===== config.mk =====
export PLATFORM = sky130hd
export DESIGN_NAME = digit_serial_tx
export DESIGN_NICKNAME = d
export VERILOG_FILES = /design/src/rtl/digit_serial_tx.sv
export SDC_FILE = /design/constraint.sdc
export NUM_CORES = 1
export LEC_CHECK = 0
export BUFFER_PORTS_ARGS = -buffer_cell sky130_fd_sc_hd__buf_2
export CAP_MARGIN = 40
export CORE_AREA = 10 10 60 62
export CTS_CLUSTER_DIAMETER = 100
export DETAILED_ROUTE_END_ITERATION = 10
export DIE_AREA = 0 0 70 72
export PLACE_DENSITY = 0.72
export SLEW_MARGIN = 5
export SYNTH_ARGS = -nofsm -noshare
export SYNTH_HDL_FRONTEND = slang
export SYNTH_SLANG_ARGS = --single-unit

===== constraint.sdc =====
create_clock -name CLK -period 1.8 [get_ports CLK]
set_clock_uncertainty 0.05 [all_clocks]
set_input_delay 0.27 -clock CLK [delete_from_list [all_inputs] [get_ports CLK]]
set_output_delay 0.27 -clock CLK [all_outputs]
set_load 0.05 [all_outputs]

===== src/rtl/digit_serial_tx.sv =====
// Parallel-in, serial-out BCD digit transmitter: captures DIGITS nibbles and shifts
// them out MSB-first at DIV clocks per bit, with bit/digit strobes and a done pulse.
module digit_serial_tx #(
   parameter int DIGITS = 4,
   parameter int DIV    = 4
) (
   input  logic                  CLK,
   input  logic                  RST,
   input  logic                  START,
   input  logic [4*DIGITS-1:0]   DIN,
   output logic                  SOUT,
   output logic                  BIT_STB,
   output logic                  DIGIT_STB,
   output logic                  BUSY,
   output logic                  DONE
);

   localparam int NBITS = 4 * DIGITS;
   localparam int CW    = (NBITS > 1) ? $clog2(NBITS) : 1;
   localparam int DW    = (DIV > 1) ? $clog2(DIV) : 1;

   typedef enum logic [1:0] {
      S_IDLE,
      S_SHIFT,
      S_FIN
   } state_t;

   state_t             state_q, state_d;
   logic [NBITS-1:0]   sh_q, sh_d;
   logic [CW-1:0]      cnt_q, cnt_d;
   logic [DW-1:0]      div_q, div_d;
   logic               bit_end;

   always_ff @(posedge CLK) begin
      if (RST) begin
         state_q <= S_IDLE;
         sh_q    <= '0;
         cnt_q   <= '0;
         div_q   <= '0;
      end else begin
         state_q <= state_d;
         sh_q    <= sh_d;
         cnt_q   <= cnt_d;
         div_q   <= div_d;
      end
   end

   assign bit_end = (div_q == DW'(DIV - 1));

   always_comb begin
      state_d   = state_q;
      sh_d      = sh_q;
      cnt_d     = cnt_q;
      div_d     = div_q;
      SOUT      = 1'b0;
      BIT_STB   = 1'b0;
      DIGIT_STB = 1'b0;
      BUSY      = 1'b0;
      DONE      = 1'b0;
      case (state_q)
         S_IDLE: begin
            if (START) begin
               sh_d    = DIN;
               cnt_d   = CW'(NBITS - 1);
               div_d   = '0;
               state_d = S_SHIFT;
            end
         end
         S_SHIFT: begin
            BUSY = 1'b1;
            SOUT = sh_q[NBITS-1];
            if (bit_end) begin
               BIT_STB   = 1'b1;
               // bit counter counts down, so a nibble's last bit has low bits 00
               DIGIT_STB = (cnt_q[1:0] == 2'b00);
               div_d     = '0;
               if (cnt_q == '0) begin
                  state_d = S_FIN;
               end else begin
                  sh_d  = {sh_q[NBITS-2:0], 1'b0};
                  cnt_d = cnt_q - CW'(1);
               end
            end else begin
               div_d = div_q + DW'(1);
            end
         end
         S_FIN: begin
            DONE    = 1'b1;
            state_d = S_IDLE;
         end
         default: state_d = S_IDLE;
      endcase
   end

endmodule


After elaboration in Yosys (flattened, before gate mapping)
Cells that the tools add are included.
{"block": "word_totals", "register_bits": 24, "latchBits": 0, "ram_bits": 0, "mem_bits_ro": 0, "inputBits": 19, "n_memories": 0}
{"block": "op_classes", "addsub": 2, "n_mul": 0, "n_div": 0, "n_lt_le_gt_ge": 0, "eq_ne": 7, "shift": 0, "mux": 22, "bitwise": 0, "reduce_logical": 7}
{"operator": "$mux 16", "n": 3}
{"operator": "$pmux 16 s2", "n": 1}
{"operator": "$mux 4", "n": 3}
{"operator": "$mux 2", "n": 5}
{"operator": "$ne 2x2->1 const B", "n": 4}
{"operator": "$pmux 2 s2", "n": 2}
{"operator": "$pmux 4 s2", "n": 1}
{"operator": "$mux 1", "n": 7}
{"operator": "$eq 2x2->1 const B", "n": 2}
{"operator": "$logic_not 2->1", "n": 2}
{"operator": "$logic_not 4->1", "n": 1}
{"operator": "$reduce_and 4->1", "n": 1}
{"operator": "$sub 4x1->4 const B", "n": 1}
{"operator": "$reduce_and 3->1", "n": 1}
{"operator": "$add 2x1->2 const B", "n": 1}
{"operator": "$eq 2x1->1 const B", "n": 1}
{"operator": "$reduce_and 2->1", "n": 1}
{"operator": "$reduce_bool 2->1", "n": 1}

Longest topological paths before layout
{"block": "logic_depth", "word_depth": 4, "depth_mapped": 6}

Worst setup path after synthesis
No wires, ideal clock.
{"block": "synth_timing", "path_kind": "register to output", "startpoint": "register state_q[0]", "endpoint": "output port SOUT", "arrival_time_ns": 1.564, "t_required_ns": 1.480, "path_slack_ns": -0.084, "stages_incl_launch_ff": 6, "n_path_buf": 2, "path_cell_list": "dfxtp_1 > nand2b_1 > buf_2 > inv_2 > buf_2 > and2_1"}
{"block": "synth_via", "elab_chain_len": 2}
{"element": "from (decl)", "line_no": "28", "rtl": "state_t state_q, state_d;"}
{"element": "from (signal assigned)", "line_no": "41", "rtl": "state_q <= state_d;"}
{"element": "$eq 2x1->1", "line_no": "60", "rtl": "case (state_q)"}
{"element": "$mux 1", "line_no": "60"}
{"element": "to (decl)", "line_no": "11", "rtl": "output logic SOUT,"}
Every way passes these cells.

Worst setup path after layout
{"block": "layout_timing", "startpoint": "register cnt_q[0]", "endpoint": "register sh_q[4]"}
{"block": "layout_via", "elab_chain_len": 3}
{"element": "from (decl)", "line_no": "30", "rtl": "logic [CW-1:0] cnt_q, cnt_d;"}
{"element": "from (signal assigned)", "line_no": "43", "rtl": "cnt_q <= cnt_d;"}
{"element": "$logic_not 4->1", "line_no": "77", "rtl": "if (cnt_q == '0) begin"}
{"element": "$ne 2x2->1 (no line)"}
{"element": "$reduce_and 4->1 (no line)"}
{"element": "to (signal assigned)", "line_no": "37", "rtl": "sh_q <= '0;"}
{"element": "to (signal assigned)", "line_no": "42", "rtl": "sh_q <= sh_d;"}
{"element": "to (decl)", "line_no": "29", "rtl": "logic [NBITS-1:0] sh_q, sh_d;"}
Every way passes these cells.
A chain may end at the register's enable or synchronous reset.

==> flow_summary.json <==
{
  "hold_end": "sh_q[14]",
  "via_per_inst": 5.92,
  "ff2ff_setup_slack_ns": 0.02,
  "postCtsHoldBufs": 0,
  "fmax_mhz": 562,
  "rows": 18,
  "nets": 187,
  "p_clk_share_pct": 23.5,
  "grt_max_degree": 17,
  "ios": 24,
  "startpoint": "cnt_q[0]",
  "grt_setup_unrepaired": "true",
  "firstDrtPassIters": 4,
  "period_minus_slack_ns": 1.78,
  "synth-seq-area-share_pct": 38.2,
  "ys_warn_count": 0,
  "internal-power_uw": 831,
  "n_antenna_cell": 0,
  "syn-cell-area_um2": 1260,
  "start_util_pct": 51.6,
  "vias": 1149,
  "grt_use_met3_pct": 2.72,
  "dp.cells": 186,
  "io_buffers": 23,
  "worstMarginPinSlew_ns": 0.481,
  "cts_tree": "yes",
  "cts_num_sinks": 24,
  "hold_depth": 3,
  "cp-start-kind": "flip-flop",
  "max_stage_delay_ns": 0.44,
  "finalSetupViolCount": 0,
  "layoutNonFillerInstCount": 194,
  "ys.flop_type": "dfxtp_1",
  "die_w_um": 70,
  "h-tree-depth": 1,
  "power_density_nw_per_um2": 754,
  "die_h_um": 72,
  "grt-ovfl-total": 0,
  "power_switching_uw": 361,
  "area_growth_pct": 25.8,
  "drv_slew": 0,
  "cp_max_fo": 7,
  "grt.busiest_layer": "met2",
  "clk-insertion-delay-late_ns": 0.31,
  "setup-tns-final_ns": 0,
  "hp-start": "DIN[14]",
  "wl_per_cell_um": 16.7,
  "timing.rr.end": "sh_q[4]",
  "outcome": "finished, final reports clean",
  "use_met1_pct": 14.2,
  "first_iter_violations": 78,
  "core-area_um2": 2430,
  "critPathArrivalTime_ns": 1.92,
  "globalplace.congestion": 0.785,
  "swShare_pct": 30.3,
  "ir_drop_mv": 0.462,
  "drive_gt1_share_pct": 44.5,
  "finalHoldViolCount": 0,
  "ant_nets": 0,
  "worstSetupPathType": "reg2reg",
  "power_frac_comb_pct": 25.4,
  "place_hpwl_mm": 2.31,
  "critPathSlowestCell": "or3b_4",
  "power_frac_seq_pct": 51.1,
  "syn_inst": 134,
  "grt_pass1_vias": 1183,
  "timing.rr.start": "cnt_q[0]",
  "numCtsBuffers": 3,
  "wl_mm": 3.25,
  "synth_nets": 156,
  "critPathCaptureType": "flip-flop",
  "post-route-period-util_pct": 98.9,
  "leakagePower_uw": 0.000616,
  "syn_avg_cell_area_um2": 9.37,
  "final_util_pct": 65.0,
  "grtUsageTotal_pct": 11.8,
  "ys_async_sr_fraction_pct": 0,
  "slew_headroom_pct": 67.9,
  "gr-usage-met2_pct": 19.9,
  "clockRootBuffer": "clkbuf_4",
  "cp.required_ns": 1.94,
  "worstPathCellList": "inv_1 -> ha_1 -> or3b_4 -> buf_4 -> a211oi_1 -> a311oi_2",
  "synth-seq-cells": 24,
  "grt_pass1_wl_mm": 5.14,
  "path_clk_slew_ns": 0.13,
  "ys_types": 33,
  "antenna_found_initial": 0,
  "drc": 0,
  "synth_edf_count": 0,
  "clock_path_buffers": 2,
  "ff2ff_path_depth": 6,
  "hold_class": "in2reg",
  "max_cap_viol_count": 0,
  "dieArea_um2": 5040
}
[metrics by stage]
step / setup WS (ns) / total power (uW) / hold WS [ns] / cell area (um^2)
4_1_cts: 0.00775 / 1160 / 0.164 / 1490
6_report: 0.0204 / 1190 / 0.171 / 1580
2_1_floorplan: 0.0344 / 803 / 0.297 / 1260
3_5_place_dp: 0.0427 / 884 / 0.417 / 1430
3_3_place_gp: 0.109 / 872 / 0.404 / 1430
5_1_grt: -0.0185 / 1250 / 0.165 / 1580
[synthesized netlist by cell type (2+ instances only)]
| master | number | share of area [%] |
|---|---|---|
| or3_1 | 2 | 1.0 |
| a211oi_1 | 16 | 9.6 |
| and2_1 | 2 | 1.0 |
| nand2b_1 | 2 | 1.0 |
| ha_1 | 3 | 3.0 |
| nand2_1 | 32 | 9.6 |
| a311oi_2 | 10 | 12 |
| dfxtp_1 | 24 | 38 |
| a311oi_1 | 8 | 5.6 |
| a21oi_1 | 3 | 1.2 |
| inv_1 | 3 | 0.90 |
| buf_2 | 8 | 3.2 |
[how the worst max path moves through the flow]
stage | endpoint | slack [ns] | cells past startpoint
global placement | cnt_q[3] | 0.11 | 5
floorplan | SOUT | 0.03 | 5
global route | sh_q[4] | -0.02 | 6
CTS | BIT_STB | 0.008 | 4
detailed placement | sh_q[8] | 0.04 | 6
finish | sh_q[4] | 0.02 | 6
[critical path: cells and delay by family (launching register included)]
kind / cells / cell delay, ns
adders and majority gates: 1 / 0.17
and+or+nand+nor: 1 / 0.44
buffers and inverters: 2 / 0.30
AOI/OAI and AO/OA: 2 / 0.37
DFF: 1 / 0.35
[cell families after synthesis]
group	synth area share [%]
DFF	38.2
adders and majority gates	2.99
muxes	0.797
and+or+nand+nor	18.5
buffers and inverters	6.47
AOI/OAI and AO/OA	33.0
[per-layer routing]
layer | wire length, um | share of wire [%]
met1 | 1530 | 47
met3 | 113 | 3.5
met4 | 26 | 0.80
met2 | 1570 | 48
met5 | 0 | 0
[state kept, by name (all words and copies together) (netlist names)]
name and cells:
sh_q 16, cnt_q 4, div_q 2, state_q 2
[layout by cell type (no fill, tap or decap), drive strengths merged, types with 3 or more instances in the layout]
cell type	count
buf	36
nand2	32
dfxtp	24
a311oi	18
a211oi	16
clkbuf	5
inv	4
a21oi	4
ha	3
[area by class of cell]
cell class / instances / area [um^2]
clock buffers: 4 / 36.3
fillers: 204 / 852
inverters: 4 / 15.0
multi-input cells: 95 / 761
flip-flops and latches: 24 / 484
well taps: 30 / 37.5
repair buffers: 37 / 246
[power by group through the flow]
| stage | combinational [uW] | clock, uW | sequential [uW] |
|---|---|---|---|
| 2_1_floorplan | 194 | 0 | 609 |
| 3_3_place_gp | 260 | 0 | 612 |
| 3_5_place_dp | 270 | 0 | 615 |
| 4_1_cts | 271 | 289 | 603 |
| 5_1_grt | 330 | 311 | 613 |
| 6_report | 303 | 280 | 608 |
[repair_timing]
| item | in CTS | in global routing |
|---|---|---|
| endpoints found under the hold margin | 0 | 0 |
| pin swaps | 1 | 2 |
| buffers inserted | 1 | 2 |
| setup endpoints to repair | 2 | 17 |
| gates resized for setup | 6 | 17 |
| gates cloned | 0 | 1 |
No activity file was read; power rests on OpenSTA's default activity.
